**src/rtl/z_event_counter.sv**
```systemverilog
// Comparator output monitor: synchronises z, then counts rising edges and high
// cycles over a programmable window and offers the result on a valid/ready port.
//
// state  | meaning
// IDLE   | waiting for start; last counts still visible
// RUN    | sampling z_s, remain cycles left in the window
// DONE   | result valid, held until valid && ready
module z_event_counter #(
   parameter int CNT_W = 8,
   parameter int WIN_W = 16
) (
   input  logic             clk,
   input  logic             rst_n,
   input  logic             z,
   input  logic             start,
   input  logic [WIN_W-1:0] win_len,
   output logic             busy,
   output logic             valid,
   input  logic             ready,
   output logic [CNT_W-1:0] edge_cnt,
   output logic [WIN_W-1:0] high_cnt
);

   typedef enum logic [1:0] {
      S_IDLE = 2'd0,
      S_RUN  = 2'd1,
      S_DONE = 2'd2
   } state_t;

   localparam logic [CNT_W-1:0] EDGE_MAX = '1;

   state_t           state_q, state_d;
   logic             z_m, z_s, z_d;
   logic             z_rise;
   logic [WIN_W-1:0] remain_q, remain_d;
   logic [WIN_W-1:0] high_q, high_d;
   logic [CNT_W-1:0] edge_q, edge_d;

   // Synchroniser and history flop run in every state, so z_d carries
   // pre-window history into the first RUN cycle.
   always_ff @(posedge clk or negedge rst_n) begin
      if (!rst_n) begin
         z_m <= 1'b0;
         z_s <= 1'b0;
         z_d <= 1'b0;
      end else begin
         z_m <= z;
         z_s <= z_m;
         z_d <= z_s;
      end
   end

   assign z_rise = z_s & ~z_d;

   always_ff @(posedge clk or negedge rst_n) begin
      if (!rst_n) begin
         state_q  <= S_IDLE;
         remain_q <= '0;
         high_q   <= '0;
         edge_q   <= '0;
      end else begin
         state_q  <= state_d;
         remain_q <= remain_d;
         high_q   <= high_d;
         edge_q   <= edge_d;
      end
   end

   always_comb begin
      state_d  = state_q;
      remain_d = remain_q;
      high_d   = high_q;
      edge_d   = edge_q;
      case (state_q)
         S_IDLE: begin
            if (start) begin
               remain_d = win_len;
               high_d   = '0;
               edge_d   = '0;
               state_d  = (win_len != '0) ? S_RUN : S_DONE;
            end
         end
         S_RUN: begin
            high_d   = high_q + {{(WIN_W-1){1'b0}}, z_s};
            if (z_rise && (edge_q != EDGE_MAX))
               edge_d = edge_q + {{(CNT_W-1){1'b0}}, 1'b1};
            remain_d = remain_q - {{(WIN_W-1){1'b0}}, 1'b1};
            if (remain_q == {{(WIN_W-1){1'b0}}, 1'b1})
               state_d = S_DONE;
         end
         S_DONE: begin
            if (ready)
               state_d = S_IDLE;
         end
         default: state_d = S_IDLE;
      endcase
   end

   assign busy     = (state_q != S_IDLE);
   assign valid    = (state_q == S_DONE);
   assign edge_cnt = edge_q;
   assign high_cnt = high_q;

endmodule

```
**config.mk**
```make
export PLATFORM = sky130hd
export DESIGN_NAME = z_event_counter
export DESIGN_NICKNAME = d
export VERILOG_FILES = /design/src/rtl/z_event_counter.sv
export SDC_FILE = /design/constraint.sdc
export NUM_CORES = 1
export LEC_CHECK = 0
export CAP_MARGIN = 10
export CORE_MARGIN = 2
export CORE_UTILIZATION = 50
export DETAILED_ROUTE_END_ITERATION = 7
export DONT_BUFFER_PORTS = 1
export MAX_ROUTING_LAYER = met4
export PLACE_DENSITY_LB_ADDON = 0.15
export SYNTH_ARGS = -nofsm -noshare
export SYNTH_HDL_FRONTEND = slang
export SYNTH_SLANG_ARGS = --single-unit
```
**constraint.sdc**
```tcl
create_clock -name clk -period 3.7 [get_ports clk]
set_input_delay 0.74 -clock clk [delete_from_list [all_inputs] [get_ports clk]]
set_output_delay 0.74 -clock clk [all_outputs]
set_load 0.05 [all_outputs]
```
Yosys cells after proc, flatten, opt, wreduce, memory -nomap -nowiden --
Cells that the tools add are included.
Word-level totals: bits in registers 45, input bits 21, output and inout port bits 26, word-level logic and storage cells 40
Cells by class: $add $sub $neg 3, equal/unequal tests 8, muxes and demuxes 12, bitwise operators 2, reductions and logical operators 8
Operators by type and width (count):
- one-hot mux 16 bit (2 select lines) | 2
- two-way mux 16 bit | 2
- adder 16 x 1 -> 16 bit | 1
- == test 16 x 1 -> 1 bit, second input constant | 1
- two-way mux 8 bit | 2
- one-hot mux 8 bit (2 select lines) | 1
- nonzero test 16 bit | 1
- subtractor 16 x 1 -> 16 bit, second input constant | 1
- adder 8 x 1 -> 8 bit, second input constant | 1
- two-way mux 2 bit | 4
- != test 8 bit, second input constant | 1
- != test 2 bit, second input constant | 3
- one-hot mux 2 bit (3 select lines) | 1
- AND reduction 3 bit | 2
- nonzero test 2 bit | 2
- == test 2 x 1 -> 1 bit, second input constant | 1
- == test 2 bit, second input constant | 1
- logical NOT 2 bit | 1
- != test 2 x 1 -> 1 bit, second input constant | 1
- AND reduction 2 bit | 1
- AND 1 bit | 1
- logical AND 1 bit | 1
- inverter 1 bit | 1

Logic depth before layout (Yosys ltp) --
Gate-level depths: netlist of run 1.
depth after elaboration 5, depth in mapped cells 7

Least setup slack after synthesis of run 1 --
Ideal clock, no wire load.
kind flip-flop to output port, from register state_q[0], to output valid, arrival time 1506 ps, required time 2960 ps, slack 1454 ps, stages on the path, launching flop included 4, buffers on the path 2, path through dfrtp_1 clkbuf_1 clkbuf_1 nor2_1
On the way: word-level cells in the longest chain between the ends 1
RTL lines:
- start: declaration | line 32 | state_t state_q, state_d;
- start signal: assignment | line 62 | state_q <= state_d;
- == test 2 bit | line 100 | assign valid = (state_q == S_DONE);
- end: declaration | line 18 | output logic valid,
No other way between the ends.

Final worst setup path of run 1 --
from register state_q[1], to output valid
Same word-level chain as after synthesis.

==> results.ini, run 1 <==
[status]
status=finished clean

[power_and_ir_drop]
pwr-share-comb=0.153
cellPowerDensity_mw_per_mm2=597
clock_power_share=0.195
p_int_uw=881
p_switching_uw=836
leakage_uw=0.00105
max-vdd-ir-drop_mv=0.346
total_power_uw=1720
p_sw_frac=0.487
pwr-share-seq=0.653

[global_routing]
grt_max_degree=46
antenna_found_initial=0
grt-ovfl-total=0
grt_usage=0.227
grt_pass1_wl_mm=10.6
grt_pass1_vias=2071

[placement]
dpl.hpwl_mm=4.55
placedCellCount=357
portBuffers=0
gp_congestion=0.909

[sta]
max_freq_mhz=382
rsz0062_at_grt=no
hold_viol_final=0
slew-limit-headroom=0.414
period_share=0.708
drv_slew=0
period_needed_ps=2620
tns_ps=0
tightest_slew_ps=876
setup_viol=0
fin_skew_ps=9.08

[routing]
drt-vias-per-instance=6.21
post_drt_wl_per_cell_um=17.6
drt_wl_total_mm=6.42
ant_nets=0
vias=2267
firstDrtPassIters=4
drcViolationCount=0
drt_iter0_markers=163

[logic_synthesis]
synth_xor_area_frac=0.00952
ys_warn_count=0
async_flop_share=1.00
yosysSeqAreaShare=0.408
synth-seq-cells=45
yosys.area_share.simple=0.260
synth_top_area_frac=0.408
syn-num-nets=326
synth.area.mux_share=0.0372
synth_cell_types=63
synth_edf_count=0
synth.area.top_cells=dfrtp_1 (41%), nand2_1 (4.8%), o21ai_0 (3.8%), a21oi_1 (3.6%), mux2i_1 (2.9%)
synth_top_family_by_area=simple AND/OR/NAND/NOR gates
synthCells=300
netlist_area_mm2=0.00276
ys.flop_type=dfrtp_1
yosys.area.top_type=dfrtp_1
synth-compound-area-share=0.215
avgSynthCellArea_um2=9.20
yosys.area_share.adder=0.0227

[worst_setup_path]
critical_path_required_ps=2960
critPathKind=reg2out
critPathLaunchType=flip-flop
cp.arrival_ps=1880
rr_worst_depth=6
worst_setup_path_end_kind=primary output
reg2reg_slack_ps=1530
cp_max_fo=13

[layout]
finalNetCount=318
final_util=0.533
area_growth_pct=4.26
fin_cells=365
antennaDiodeCount=0
drive_gt1_frac=0.119
multiInputGateArea_mm2=0.00150
fillerInstances=494
seq_area_mm2=0.00113
layout_common_cells=dfrtp_1 (45), nand2_1 (35), o21ai_0 (21)
final_common_cell=dfrtp_1

[clock_tree]
worstSkewPairLatency_ps=310
cts_made_buffers=5
clockBufferDepth=2
path_clk_slew_ps=90
cts_setup_buffers=0
cts_tree=built
post_cts_resized=0
cts_max_level=2
cts.sinks=45
root_buffer=clkbuf_8
cts-hold-fix-buffers=0

[die]
fp.dieW_um=78.3
start_util=0.511
die_area_mm2=0.00613
core_area_mm2=0.00541
fp.dieH_um=78.3
num_rows=27
ios=47

[worst_hold_path]
hp-class=in2async

[job]
cap_violations=0

==> flip-flops by register name, summed over array words and instances, names as in the netlist <==
| signal | cells |
|---|---|
| z_m | 1 |
| state_q | 2 |
| edge_cnt | 8 |
| z_d | 1 |
| remain_q | 16 |
| z_s | 1 |
| high_cnt | 16 |
==> per-stage QoR <==
step                      instance area (um2)  setup WS, ps  hold slack (ps)
after floorplan                          2760          1450              331
after global placement                   2780          1440              336
after detailed placement                 2780          1410              338
after CTS                                2880          1070              105
after global routing                     2880           968             95.8
final                                    2880          1080              114
==> layout make-up <==
| type | count | share of cell area |
|---|---|---|
| multi-input cells | 228 | 0.522 |
| flip-flops and latches | 45 | 0.391 |
| well taps | 72 | 0.0313 |
| clock buffers | 6 | 0.0287 |
| repair buffers | 4 | 0.0104 |
| inverters | 8 | 0.0104 |
| clock inverters | 2 | 0.00608 |
==> synth_stat cells (4+ instances only) <==
cell type / count
buf_2: 7
o22a_1: 6
o21ai_0: 21
nor3_1: 5
nand3_1: 12
clkbuf_1: 9
o22ai_1: 9
nand4_1: 7
inv_1: 8
mux2i_1: 8
dfrtp_1: 45
nand2_1: 35
or2_2: 6
a21oi_1: 20
ha_1: 5
nor2_1: 16
a211oi_1: 4
or4_1: 4
a31oi_1: 5
==> power by group through the flow <==
stage,sequential [uW],combinational (uW),clock [uW]
6_report,1120,262,334
5_1_grt,1150,298,362
4_1_cts,1120,266,347
3_5_place_dp,1140,265,0
3_3_place_gp,1130,255,0
2_1_floorplan,1090,239,0
==> critical path, cell delays in order (launching register included) <==
cell and delay (ps):
dfrtp_1 550, inv_1 290, nor2_1 740
==> worst paths after layout <==
check                                       start                  endpoint
setup / recovery           state_q[1]$_DFFE_PN0P_                     valid
hold / removal                              rst_n  high_cnt[13]$_DFFE_PN0P_
setup reg to reg           state_q[0]$_DFFE_PN0P_  remain_q[15]$_DFFE_PN0P_
hold reg to reg                     z_m$_DFF_PN0_             z_s$_DFF_PN0_
max in group asynchronous                   rst_n  remain_q[15]$_DFFE_PN0P_
min in group clk                    z_m$_DFF_PN0_             z_s$_DFF_PN0_
==> kinds of logic (layout without fill, tap and decap cells) <==
| logic type | after synthesis | in the layout |
|---|---|---|
| compound gates | 90 | 90 |
| xor+xnor | 3 | 3 |
| fa+ha+maj | 5 | 5 |
| buf+inv | 27 | 20 |
| flops | 45 | 45 |
| mux | 10 | 10 |
| simple gates | 120 | 120 |
==> per-layer routing <==
layer / global-route usage / share of wire / vias to the layer above
li1: - / - / 1111
met1: 0.306 / 0.46 / 1095
met2: 0.327 / 0.46 / 50
met3: 0.0609 / 0.068 / 11
met4: 0.0912 / 0.021 / 0
met5: - / 0 / -
(Power assumes the default switching activity.)
==> inputs of run 2 (changes only) <==
==> constraint.sdc (replaced) <==
create_clock -name clk -period 2.6 [get_ports clk]
set_input_delay 0.52 -clock clk [delete_from_list [all_inputs] [get_ports clk]]
set_output_delay 0.52 -clock clk [all_outputs]
set_load 0.05 [all_outputs]
==> run 2 against run 1 <==
Combinational power increased to 2.8 times the previous value. Critical path depth unchanged. Non-clock buffer count increased by 12. Global-route usage increased by 2.0 points. Worst setup slack got worse by 640 ps. Final cell count increased by 3.3%. Total power increased by 53%. Die area unchanged. Clock power increased by 67%. Sequential cell count unchanged. Utilization increased by 2.4 points. Via count increased by 4.1%. Critical endpoint is now busy.
==> results.ini, run 2 (synthesized netlist as in run 1, its figures left out) <==
[routing]
drcViolationCount=0  ; unchanged
drt_iter0_markers=190  ; +17%
ant_nets=0  ; unchanged
drt-vias-per-instance=6.26  ; +0.83%
post_drt_wl_per_cell_um=17.8  ; +1.4%
firstDrtPassIters=4  ; unchanged
vias=2361  ; +4.1%
drt_wl_total_mm=6.73  ; +4.8%

[clock_tree]
post_cts_resized=0  ; unchanged
clockBufferDepth=2  ; unchanged
cts_max_level=2  ; unchanged
root_buffer=clkbuf_8
cts_setup_buffers=0  ; unchanged
cts-hold-fix-buffers=1  ; +1
worstSkewPairLatency_ps=300  ; about the same
path_clk_slew_ps=90  ; about the same
cts_made_buffers=5  ; unchanged
cts.sinks=45  ; unchanged
cts_tree=built

[placement]
gp_congestion=0.864  ; -5.0%
portBuffers=0  ; unchanged
dpl.hpwl_mm=4.63  ; +1.7%
dp_slack_ps=635  ; -778 ps

[job]
cap_violations=0  ; unchanged

[layout]
drive_gt1_frac=0.154  ; +0.0346
fillerInstances=513  ; +3.8%
area_growth_pct=8.97
final_common_cell=dfrtp_1
finalNetCount=330  ; +3.8%
antennaDiodeCount=0  ; unchanged
layout_common_cells=dfrtp_1 (45), nand2_1 (35), o21ai_0 (21)

[status]
status=finished clean

[sta]
tns_ps=0  ; unchanged
hold_viol_final=0  ; unchanged
fin_skew_ps=4.21  ; -4.87 ps
layout_setup_ws_ps=441  ; -641 ps
tightest_slew_ps=656  ; -220 ps
rsz0062_at_grt=no
slew-limit-headroom=0.559  ; +0.146
drv_slew=0  ; unchanged
period_needed_ps=2160
setup_viol=0  ; unchanged
timing.hold.ws_ps=61.4  ; -52.6 ps
period_share=0.831
max_freq_mhz=463

[die]
ios=47  ; unchanged
fp.dieH_um=78.3  ; unchanged
num_rows=27  ; unchanged
die_area_mm2=0.00613  ; unchanged
core_area_mm2=0.00541  ; unchanged
fp.dieW_um=78.3  ; unchanged
start_util=0.511  ; unchanged

[worst_hold_path]
hp-class=in2async

[global_routing]
grt_pass1_wl_mm=11.6  ; +9.6%
grt_pass1_vias=2304  ; +11%
grt-ovfl-total=0  ; unchanged
grt_max_degree=46  ; unchanged
antenna_found_initial=0  ; unchanged
grt_usage=0.247  ; +0.0199

[power_and_ir_drop]
p_sw_frac=0.459  ; -0.0284
pwr-share-seq=0.507  ; -0.146
cellPowerDensity_mw_per_mm2=873  ; +46%
max-vdd-ir-drop_mv=0.527  ; +52%
p_int_uw=1420  ; +61%
pwr-share-comb=0.280  ; +0.127
clock_power_share=0.212  ; +0.017
leakage_uw=0.00112  ; +6.9%
p_switching_uw=1200  ; +44%

[worst_setup_path]
path_buf_inv=1  ; unchanged
critPathKind=reg2out
crit_path_max_incr_delay_ps=590  ; -150 ps
cp_max_fo=13  ; unchanged
crit_chain=inv_1 > nand2_1
crit_family=flip-flops
cp.arrival_ps=1640  ; -240 ps
slowest_stage=dfrtp_1
critPathLaunchType=flip-flop
critical_path_required_ps=2080  ; -880 ps
worst_setup_path_end_kind=primary output

[run 2: cell types whose count changed in the layout (fill, tap and decap cells not counted), sizes merged]
| cell | change |
|---|---|
| clkinvlp | +1 |
| clkinv | -1 |
| bufinv | +1 |
| inv | -1 |
| buf | +12 |
[run 2: per-stage QoR]
step | total power [uW] | util | std cells | instance area, um2
2_1_floorplan | 1890 | - | 300 | 2760
3_3_place_gp | 2050 | 0.529 | 368 | 2860
3_5_place_dp | 2070 | 0.529 | 368 | 2860
4_1_cts | 2660 | 0.557 | 377 | 3010
5_1_grt | 2790 | 0.557 | 377 | 3010
6_report | 2630 | 0.557 | 377 | 3010
[run 2: power by group through the flow]
stage          logic (uW)  registers [uW]  clock network [uW]
2_1_floorplan         339            1550                   0
3_3_place_gp          702            1350                   0
3_5_place_dp          723            1350                   0
4_1_cts               745            1330                 577
5_1_grt               820            1370                 602
6_report              736            1330                 558
[run 2: metal layers]
layer	GRT usage	up-vias	part of all wire
li1	-	1130	-
met1	0.339	1141	0.46
met2	0.361	80	0.45
met3	0.0678	10	0.076
met4	0.0719	0	0.014
met5	-	-	0
[run 2: cell type report]
class                   count  area [um2]  share of cell area
clock buffers               6        82.6              0.0274
clock inverters             2        37.5              0.0125
well taps                  72        90.1              0.0299
multi-input cells         228        1500               0.499
flip-flops and latches     45        1130               0.374
inverters                   8        30.0             0.00998
repair buffers             16         140              0.0466
[run 2: worst reg2reg max path, cell delays in order (launching register included)]
cell	delay [ps]
dfrtp_1	590
inv_1	310
o21ai_1	450
buf_4	350
o21ai_0	120
o21ai_0	110
[run 2: worst paths after layout]
path | from | end | slack (ps) | cells past startpoint
max in group asynchronous | rst_n | high_cnt[10]$_DFFE_PN0P_ | 2340 | 1
setup / recovery | state_q[1]$_DFFE_PN0P_ | busy | 440 | 2
hold / removal | rst_n | high_cnt[6]$_DFFE_PN0P_ | 60 | 1
hold reg to reg | z_m$_DFF_PN0_ | z_s$_DFF_PN0_ | 360 | 0
setup reg to reg | state_q[1]$_DFFE_PN0P_ | high_cnt[11]$_DFFE_PN0P_ | 600 | 5
min in group clk | z | z_m$_DFF_PN0_ | 240 | 0
